$ cat src/rtl/aes_pkg.sv
// Shared AES front-end definitions: opcodes, payload widths and packer states.
package aes_pkg;

    localparam int KEY_W = 256;
    localparam int BLK_W = 128;

    typedef enum logic [6:0] {
        OP_KEY = 7'd0,
        OP_ENC = 7'd1,
        OP_DEC = 7'd2
    } opcode_e;

    typedef enum logic [1:0] {
        S_HDR,
        S_COLLECT,
        S_ISSUE
    } pkt_state_e;

endpackage

$ cat src/rtl/aes_cmd_packer.sv
// Packs a header word plus 32-bit payload words into one AES core command
// and issues it over a valid/ready handshake.
module aes_cmd_packer
    import aes_pkg::*;
#(
    parameter int WORD_W = 32,
    parameter int KEY_W  = aes_pkg::KEY_W,
    parameter int BLK_W  = aes_pkg::BLK_W
) (
    input  logic              clk,
    input  logic              rst,
    input  logic              in_valid,
    output logic              in_ready,
    input  logic [WORD_W-1:0] in_data,
    output logic              core_valid,
    input  logic              core_ready,
    output logic [6:0]        opcode,
    output logic [KEY_W-1:0]  data_in,
    output logic              err,
    output logic              key_loaded,
    output logic              busy
);

    localparam int CNT_W = $clog2(KEY_W / WORD_W) + 1;
    localparam logic [CNT_W-1:0] KEY_LAST = CNT_W'(KEY_W / WORD_W - 1);
    localparam logic [CNT_W-1:0] BLK_LAST = CNT_W'(BLK_W / WORD_W - 1);

    pkt_state_e       state;
    opcode_e          op_q;
    logic [CNT_W-1:0] cnt;
    logic [6:0]       hdr_op;
    logic             hdr_ok;
    logic             word_xfer;
    logic             issue_xfer;
    logic [CNT_W-1:0] last_idx;

    // Handshakes are masked during reset so nothing transfers in that cycle.
    always_comb begin
        hdr_op     = in_data[6:0];
        hdr_ok     = 1'b0;
        if (hdr_op == OP_KEY) begin
            hdr_ok = 1'b1;
        end else if ((hdr_op == OP_ENC || hdr_op == OP_DEC) && key_loaded) begin
            hdr_ok = 1'b1;
        end
        in_ready   = !rst && (state != S_ISSUE);
        core_valid = !rst && (state == S_ISSUE);
        busy       = (state != S_HDR);
        word_xfer  = in_valid && in_ready;
        issue_xfer = core_valid && core_ready;
        last_idx   = (op_q == OP_KEY) ? KEY_LAST : BLK_LAST;
        opcode     = op_q;
    end

    always_ff @(posedge clk) begin
        if (rst) begin
            state      <= S_HDR;
            op_q       <= OP_KEY;
            data_in    <= '0;
            err        <= 1'b0;
            key_loaded <= 1'b0;
            cnt        <= '0;
        end else begin
            err <= 1'b0;
            case (state)
                S_HDR: begin
                    if (word_xfer) begin
                        if (hdr_ok) begin
                            op_q    <= opcode_e'(hdr_op);
                            data_in <= '0;
                            cnt     <= '0;
                            state   <= S_COLLECT;
                        end else begin
                            err <= 1'b1;
                        end
                    end
                end
                S_COLLECT: begin
                    // Payload fills from the top; block commands leave the low half zero.
                    if (word_xfer) begin
                        data_in[KEY_W-1-int'(cnt)*WORD_W -: WORD_W] <= in_data;
                        cnt <= cnt + 1'b1;
                        if (cnt == last_idx) begin
                            state <= S_ISSUE;
                        end
                    end
                end
                S_ISSUE: begin
                    if (issue_xfer) begin
                        if (op_q == OP_KEY) begin
                            key_loaded <= 1'b1;
                        end
                        cnt   <= '0;
                        state <= S_HDR;
                    end
                end
                default: state <= S_HDR;
            endcase
        end
    end

endmodule

$ cat config.mk
export PLATFORM = sky130hd
export DESIGN_NAME = aes_cmd_packer
export DESIGN_NICKNAME = d
export VERILOG_FILES = /design/src/rtl/aes_pkg.sv /design/src/rtl/aes_cmd_packer.sv
export SDC_FILE = /design/constraint.sdc
export NUM_CORES = 1
export LEC_CHECK = 0
export BUFFER_PORTS_ARGS = -buffer_cell sky130_fd_sc_hd__buf_4
export CORE_ASPECT_RATIO = 0.75
export CORE_MARGIN = 2
export CORE_UTILIZATION = 45
export CTS_BUF_LIST = sky130_fd_sc_hd__clkbuf_16
export CTS_CLUSTER_DIAMETER = 30
export DETAILED_ROUTE_END_ITERATION = 12
export GPL_TIMING_DRIVEN = 0
export PLACE_DENSITY = 0.73
export SKIP_LAST_GASP = 1
export SLEW_MARGIN = 20
export SYNTH_ARGS = -nofsm -noshare
export SYNTH_HDL_FRONTEND = slang
export SYNTH_SLANG_ARGS = --single-unit
$ cat constraint.sdc
create_clock -name clk -period 1.8 [get_ports clk]
set_input_delay 0.09 -clock clk [delete_from_list [all_inputs] [get_ports clk]]
set_output_delay 0.09 -clock clk [all_outputs]
set_load 0.02 [all_outputs]
Word-level counts from Yosys, hierarchy flattened:

Index checks and enable logic that the tools add are counted.

* register bits: 271
* bits of input ports: 36
* output and inout port bits: 268
* logic and storage cells: 63

* add/subtract/negate cells: 3
* eq/ne operators: 11
* shift-type cells: 2
* muxes and demuxes: 20
* bitwise gates (word level): 2
* reduce and logical (&&, ||, !) cells: 19

Operators with widths (count)
* two-way mux 256 bit: 3
* one-hot mux 256 bit (2 select lines): 1
* variable shift 32 x 33 -> 287 bit (first input constant): 1
* indexed part select 32 x 33 -> 287 bit: 1
* bitwise mux 256 bit: 1
* negation 10 -> 33 bit: 1
* two-way mux 4 bit: 4
* logical NOT 7 bit: 2
* != test 2 bit (second input constant): 6
* one-hot mux 4 bit (3 select lines): 1
* two-way mux 2 bit: 5
* AND reduction 5 bit: 2
* subtractor 8 x 9 -> 10 bit (first input constant): 1
* == test 7 x 1 -> 1 bit (second input constant): 1
* == test 7 x 2 -> 1 bit (second input constant): 1
* one-hot mux 2 bit (3 select lines): 1
* AND reduction 3 bit: 2
* logical AND 1 bit: 5
* adder 4 x 1 -> 4 bit (second input constant): 1
* == test 4 x 3 -> 1 bit: 1
* AND reduction 4 bit: 1
* nonzero test 2 bit: 2
* two-way mux 1 bit: 3
* two-way mux 3 bit: 1
* other kinds (8): 9

Logic depth before layout (Yosys ltp):

Gate-level depths: netlist of run 1.

* depth in word-level cells: 8
* depth in mapped cells: 8

Worst setup path after synthesis of run 1:

OpenSTA, ideal clock, no wires.

* path kind: reg-to-reg
* from: reg cnt[1]
* to: reg data_in[172]
* library setup time: 117 ps
* arrival: 1700 ps
* required time: 1683 ps
* path slack: -18 ps
* stages on the path, launching flop included: 7
* path buffers: 2
* cells stage by stage: dfxtp_1 buf_2 or4b_1 a21o_1 o21ba_2 buf_6 a32o_1

* longest elaborated chain between the ends: 6
* elaborated cells on any way between the ends: 7
* classes of those cells: add/sub: 2; shift: 2; mux: 3

RTL lines
* start: declaration: line aes_cmd_packer.sv:30 `logic [CNT_W-1:0] cnt;`
* start signal: assignment: line aes_cmd_packer.sv:82 `cnt <= cnt + 1'b1;`
* subtractor 8 x 9 -> 10 bit *: line aes_cmd_packer.sv:81 `data_in[KEY_W-1-int'(cnt)*WORD_W -: WORD_W] <= in_data;`
* negation 10 -> 33 bit *: line aes_cmd_packer.sv:81
* indexed part select 32 x 33 -> 287 bit or variable shift 32 x 33 -> 287 bit (tied branches): line aes_cmd_packer.sv:81
* bitwise mux 256 bit *: line aes_cmd_packer.sv:81
* two-way mux 256 bit *: line aes_cmd_packer.sv:80 `if (word_xfer) begin`
* one-hot mux 256 bit (2 select lines) *: line aes_cmd_packer.sv:65 `case (state)`
* end signal: indexed assignment: line aes_cmd_packer.sv:81
* end: declaration: line aes_cmd_packer.sv:18 `output logic [KEY_W-1:0] data_in,`

Mark *: on every way between the ends. The rest lies on a longest branch, timed or not. The select of a mux whose other input is x is not followed.
A chain may end at the register's enable or synchronous reset.

Worst setup path in the final report of run 1:

* from: reg cnt[1]
* to: reg data_in[171]

The elaborated chain is that of the path after synthesis.

==> results of run 1 <==
synth_stat cells, drive strengths merged, types with 9 or more instances:
master,n,area share [%]
a21oi,89,4.1
a22o,18,1.4
nand2,196,6.7
o21ai,37,1.7
a22oi,73,5.0
a32o,15,1.4
nor3,9,0.76
dfxtp,271,49
clkbuf,83,2.9
nor2,17,0.60
nand3,231,11
o22ai,28,1.6
a2bb2oi,10,0.80
a31oi,78,4.4
buf,65,3.9
registers in the layout, summed over array words and instances, names as in the netlist:
name and count:
err 1, cnt 4, state 2, data_in 256
opcode 7, key_loaded 1
worst max-delay path, cell delays in order (launching register included):
cell,delay [ps]
dfxtp_2,330
buf_6,120
or4b_4,500
a21o_1,180
o21ba_4,270
buf_8,160
a32o_1,200
cell type report:
type	instances	area [sq um]	share of cell area (%)
flip-flops and latches	271	5440	33.5
multi-input cells	868	5000	30.8
repair buffers	344	2690	16.6
clock buffers	49	1230	7.56
plain buffers	142	1030	6.34
clock inverters	35	417	2.57
well taps	331	414	2.55
inverters	2	11.3	0.0694
metal layers:
metal | GRT usage (%) | vias to the layer above | wire length, microns
met5 | 0 | - | 0
met1 | 47.5 | 5907 | 18300
li1 | - | 5488 | -
met2 | 50.3 | 892 | 20100
met4 | 11.0 | 0 | 1280
met3 | 11.6 | 117 | 6880
cell families after synthesis:
kind of cell / count (synthesis)
fa+ha+maj: 1
simple gates: 503
flops: 271
compound gates: 361
mux: 3
buf+inv: 150
worst min path at each step:
| stage | start | endpoint | slack (ps) |
|---|---|---|---|
| 2_1_floorplan | in_data[23] | data_in[151] | 200 |
| 3_3_place_gp | core_ready | key_loaded | 420 |
| 3_5_place_dp | in_data[23] | data_in[23] | 410 |
| 4_1_cts | in_data[0] | data_in[96] | 3 |
| 5_1_grt | in_data[1] | data_in[225] | 30 |
| 6_report | in_data[0] | data_in[96] | 20 |
where the power goes:
group	leakage (uW)	total (uW)	internal [uW]	switching, uW
Combinational	0.00335	819	258	562
Sequential	0.00219	6080	6040	31.8
Clock	0.000809	9310	6200	3110
metrics by stage:
stage	util [%]	worst slack [ps]	total power, uW
after floorplan	-	12.7	6540
after global placement	56.5	-610	6880
after detailed placement	56.5	-698	6880
after CTS	66.0	-53.6	16200
after global routing	67.7	-109	16600
final	67.7	-81.3	16200
repair_timing:
item	CTS	global route
setup buffers	18	13
setup endpoints to repair	259	244
hold buffers	24	0
pin swaps	11	18
gates cloned	1	5
endpoints found under the hold margin	81	0
gates resized for setup	114	83
==> reports/results.md, run 1 <==
• syn_area_per_cell: 8.53 sq um
• Power Dens Cells: 998 nW/um^2
• library cells used by synthesis: 55
• routability-driven placement congestion ratio: 0.926
• proportion of synthesized area in mux cells: 0.273%
• cell area after layout: 16200 sq um
• worst ir drop on vdd: 0.781 mV
• I/O pin count: 304
• WL per Instance: 22.8 microns
• data arrival at the endpoint of the critical path: 2300 ps
• number of max-capacitance violations reported: 0
• dominant combinational cell family by area after synthesis: simple AND/OR/NAND/NOR gates
• number of flops mapped to enable cells by yosys: 0
• RR Endpoint: data_in[171]
• hold violation total from the final report: 0
• count of inserted antenna diode cells: 0
• most frequent standard cell in the layout excluding fill and tap cells: buf_4
• Filler Cell Count: 1921
• number of port buffers: 283
• final period demand of the worst path: 1880 ps
• via count of the first global-routing pass: 11113
• standard-cell row count: 49
• critical path required time: 2220 ps
• number of cells after detailed placement: 1903
• Fin Setup TNS: -1740 ps
• largest net degree at the start of global routing: 12
• Tot GR Track Use: 34.3%
• total detailed-routing wirelength: 46600 microns
• Detailed Routing Iterations Pass 1: 5
• leakage component of the power: 0.00634 uW
• count of H-tree levels built during CTS: 2
• # DRC: 0
• GRT Residual Overflow: 0
• actual slew at the worst max-slew pin: 997 ps
• DR vias: 12404
• maximum buffer depth of the clock tree: 3
• cell count of the worst reg-to-reg path: 6
• proportion of layout cells with a drive suffix above 1: 32.6%
• nets@finish: 1714
• failing checks: setup timing
• net count after synthesis: 1326
• number of buffers inserted during clock tree synthesis: 48
• clock-pin transition on the worst setup and hold timing paths: 50 ps
• Synth async-reset ratio: 0%
• cell count after synthesis: 1289
• share of synthesized area occupied by flip-flops and latches: 49.4%
• Clock Sink Count: 271
• initial cell density of the core: 45.9%
• DP Area: 13500 sq um
• final non-filler cell total: 2042
• Slew Viols, Final: 0
• Worst setup startpoint: cnt[1]
• Area growth syn-to-layout: 47.6%
• unrepaired setup endpoints after global routing: yes
• half-perimeter wire length of the detailed placement result: 31900 microns
• number of flip-flops and latches in the synthesized netlist: 271
• netlist area before placement: 11000 sq um
• number of warnings printed during yosys synthesis: 0
• maximum operating frequency: 532 MHz
• clock insertion delay at the later pin of the skew report: 530 ps
• synthesized-area fraction occupied by xor and xnor cells: 0%
• post-synthesis adder-cell area fraction: 0.114%
• die footprint: 25700 sq um
• Die W: 184 microns
• normalized max-slew margin: 33.5%
• per-cell via count in the routed design: 6.07
• compound-cell area share of the yosys netlist: 21.4%
• antenna violations before repair: 0
• Critical Setup Path Class: flip-flop to flip-flop
• share of the clock period used by the worst path: 105%
• Die H: 139 microns
• most frequently used flop master after synthesis: dfxtp_1
• Worst Hold Class: input pin to flip-flop
• start of the worst register-to-register path: cnt[1]
• Worst Skew: 9.95 ps
• worst hold path cell count: 3
• kind of start point of the critical path: flip-flop
• CP endpoint: data_in[171]
• CP Capture Type: flip-flop
• # setup viols final: 37
• setup ws final: -81.3 ps
• root buffer selected by CTS: clkbuf_16
• wire length of the first global-routing pass: 67300 microns
• core area: 24000 sq um
• critical path peak fanout: 10
• residual antenna-violating net count after detailed routing: 0
• setup slack of the most critical reg-to-reg path: -80 ps
• highest-count cells in the layout ignoring fill and taps: 324 x buf_4, 267 x dfxtp_1, 223 x nand3_1
• worst hold slack across all endpoints: 15.2 ps
• area fraction in and, or, nand and nor cells after synthesis: 22.0%
• Initial DRC Count: 1592
• run status: finished with violations
• CTS tree: yes
(Power assumes the default switching activity.)
==> inputs of run 2 (changes only) <==
- BUFFER_PORTS_ARGS: -buffer_cell sky130_fd_sc_hd__buf_4 -> unset
- DONT_BUFFER_PORTS: unset -> 1
- PLACE_DENSITY: 0.73 -> unset
- SLEW_MARGIN: 20 -> unset
==> run 2 against run 1 <==
The run still ends with setup timing left. Setup slack gained 4.9 ps. Clock-buffer cell count is the same. Clock power is essentially flat.
==> reports/results.md, run 2 (synthesized netlist as in run 1, its figures left out) <==
• register with the highest flop count: data_in
• Initial DRC Count: 1093, -31%
• WL per Instance: 25.3 microns, +11%
• flip-flop count of the largest register after layout: 256, unchanged
• share of the clock period used by the worst path: 104%, -0.27 points
• internal power summed over all cells: 12100 uW, -3.1%
• switching portion of total power: 24.8%, +1.9 points
• DR vias: 11027, -11%
• # setup viols final: 32, -14%
• GRT Residual Overflow: 0, unchanged
• fraction of power consumed by sequential logic: 38.0%, +0.5 points
• cell area after layout: 14200 sq um, -12%
• Detailed Routing Iterations Pass 1: 6, +1
• Power Dens Cells: 1130 nW/um^2, +14%
• highest-count cells in the layout ignoring fill and taps: 265 x dfxtp_1, 229 x nand3_1, 195 x nand2_1
• clock insertion delay at the later pin of the skew report: 560 ps, +30 ps
• Tot GR Track Use: 33.2%, -1.2 points
• leakage component of the power: 0.00482 uW, -24%
• setup ws final: -76.4 ps, +4.89 ps
• slowest library cell on the worst path: or4b_4
• Worst Hold Class: input pin to flip-flop
• DP Area: 11400 sq um, -16%
• routability-driven placement congestion ratio: 0.858, -7.3%
• per-cell via count in the routed design: 6.21, +2.3%
• critical path required time: 2240 ps, +20 ps
• final period demand of the worst path: 1880 ps, -4.89 ps
• unrepaired setup endpoints after global routing: yes
• maximum buffer depth of the clock tree: 3, unchanged
• Die W: 184 microns, unchanged
• CTS tree: yes
• half-perimeter wire length of the detailed placement result: 30400 microns, -4.8%
• failing checks: setup timing
• largest net degree at the start of global routing: 14, +2
• proportion of layout cells with a drive suffix above 1: 19.8%, -13 points
• CP cell instances: buf_6 > or4b_4 > a21o_1 > o21ba_4 > buf_4 > a22o_1
• normalized max-slew margin: 41.7%, +8.2 points
• met2 wire length: 19100 microns, -4.7%
• core area: 24000 sq um, unchanged
• CP Capture Type: flip-flop
• run status: finished with violations
• die footprint: 25700 sq um, unchanged
• Worst Skew: 13.2 ps, +3.23 ps
• combinational group share of total power: 4.2%, -0.9 points
• number of port buffers: 0, -100%
• antenna violations before repair: 1, +1
• Critical Setup Path Class: flip-flop to flip-flop
• nets@finish: 1441, -16%
• Die H: 139 microns, unchanged
• initial cell density of the core: 45.9%, unchanged
• final non-filler cell total: 1775, -13%
• hold violation total from the final report: 0, unchanged
• actual slew at the worst max-slew pin: 875 ps, -122 ps
• data arrival at the endpoint of the critical path: 2320 ps, +20 ps
• standard-cell row count: 49, unchanged
• top routing layer in use: met4
• Slew Viols, Final: 0, unchanged
• residual antenna-violating net count after detailed routing: 0, unchanged
• combined flip-flop and latch cell area: 5440 sq um, about the same
• I/O pin count: 304, unchanged
• # DRC: 0, unchanged
• via count of the first global-routing pass: 9846, -11%
• root buffer selected by CTS: clkbuf_16
• Area growth syn-to-layout: 29.3%
• worst ir drop on vdd: 0.748 mV, -4.3%
• Filler Cell Count: 2120, +10%
• area used by multi-input combinational logic: 5000 sq um, about the same
• Clock Sink Count: 271, unchanged
• most frequent standard cell in the layout excluding fill and tap cells: dfxtp_1
• number of cells after detailed placement: 1620, -15%
• number of max-capacitance violations reported: 0, unchanged
• clock-pin transition on the worst setup and hold timing paths: 50 ps, about the same
• kind of start point of the critical path: flip-flop
• power share of the clock group: 57.8%, +0.4 points
• Switching Power: 3990 uW, +7.9%
• count of H-tree levels built during CTS: 2, unchanged
• Met1 Wirelength: 18800 microns, +2.4%
• met3 wire length: 5820 microns, -15%
• CP max stage delay: 490 ps, about the same
• total detailed-routing wirelength: 44900 microns, -3.6%
• critical path peak fanout: 9, -1
• Fin Setup TNS: -1850 ps, -111 ps
• wire length of the first global-routing pass: 64200 microns, -4.6%
• maximum operating frequency: 533 MHz, +0.26%
• number of buffers inserted during clock tree synthesis: 49, +2.1%
## run 2: through the flow
stage	power, uW	setup WS, ps	hold WS [ps]	util [%]
floorplan	6540	12.7	205	-
global placement	6750	-680	211	47.6
detailed placement	6750	-726	215	47.6
CTS	16100	-50.1	14.5	57.7
global route	16400	-117	4.99	59.3
finish	16100	-76.4	7.04	59.3
## run 2: critical path: cells and delay by family (launching register included)
family	cells	cell delay, ps
AOI/OAI and AO/OA	3	620
buffers and inverters	2	310
DFF	1	330
and+or+nand+nor	1	490
## run 2: cell type report
cell class | instances | share of cell area, %
inverters | 2 | 0.0792
repair buffers | 70 | 4.71
plain buffers | 142 | 7.11
diodes | 1 | 0.0176
well taps | 331 | 2.91
multi-input cells | 868 | 35.2
clock inverters | 41 | 3.06
flip-flops and latches | 271 | 38.3
clock buffers | 49 | 8.63
## run 2: repair_timing
action                     4_1_cts  5_1_grt
hold buffers                    26        0
hold endpoints to repair       155        0
cloned                           4        6
resized for setup              118      109
setup endpoints to repair      259      254
buffers inserted                24       10
pin swaps                       18       31
## run 2: path summary, 6_finish.rpt
kind,start,cells past startpoint,slack (ps),end
setup / recovery,cnt[1],6,-80,data_in[191]
hold / removal,in_valid,4,7,state[0]
hold reg to reg,data_in[23],2,550,data_in[23]
setup reg to reg,cnt[1],6,-80,data_in[191]
## run 2: power groups by stage
stage	clock network [uW]	logic, uW	registers [uW]
2_1_floorplan	0	310	6230
3_3_place_gp	0	504	6250
3_5_place_dp	0	504	6250
4_1_cts	9330	639	6130
5_1_grt	9620	704	6120
6_report	9310	676	6120
## run 2: layer usage
metal | track usage, % | vias to the layer above
met2 | 48.5 | 649
met4 | 9.73 | 0
met1 | 46.4 | 5356
met3 | 11.0 | 84
li1 | - | 4938
met5 | 0 | -
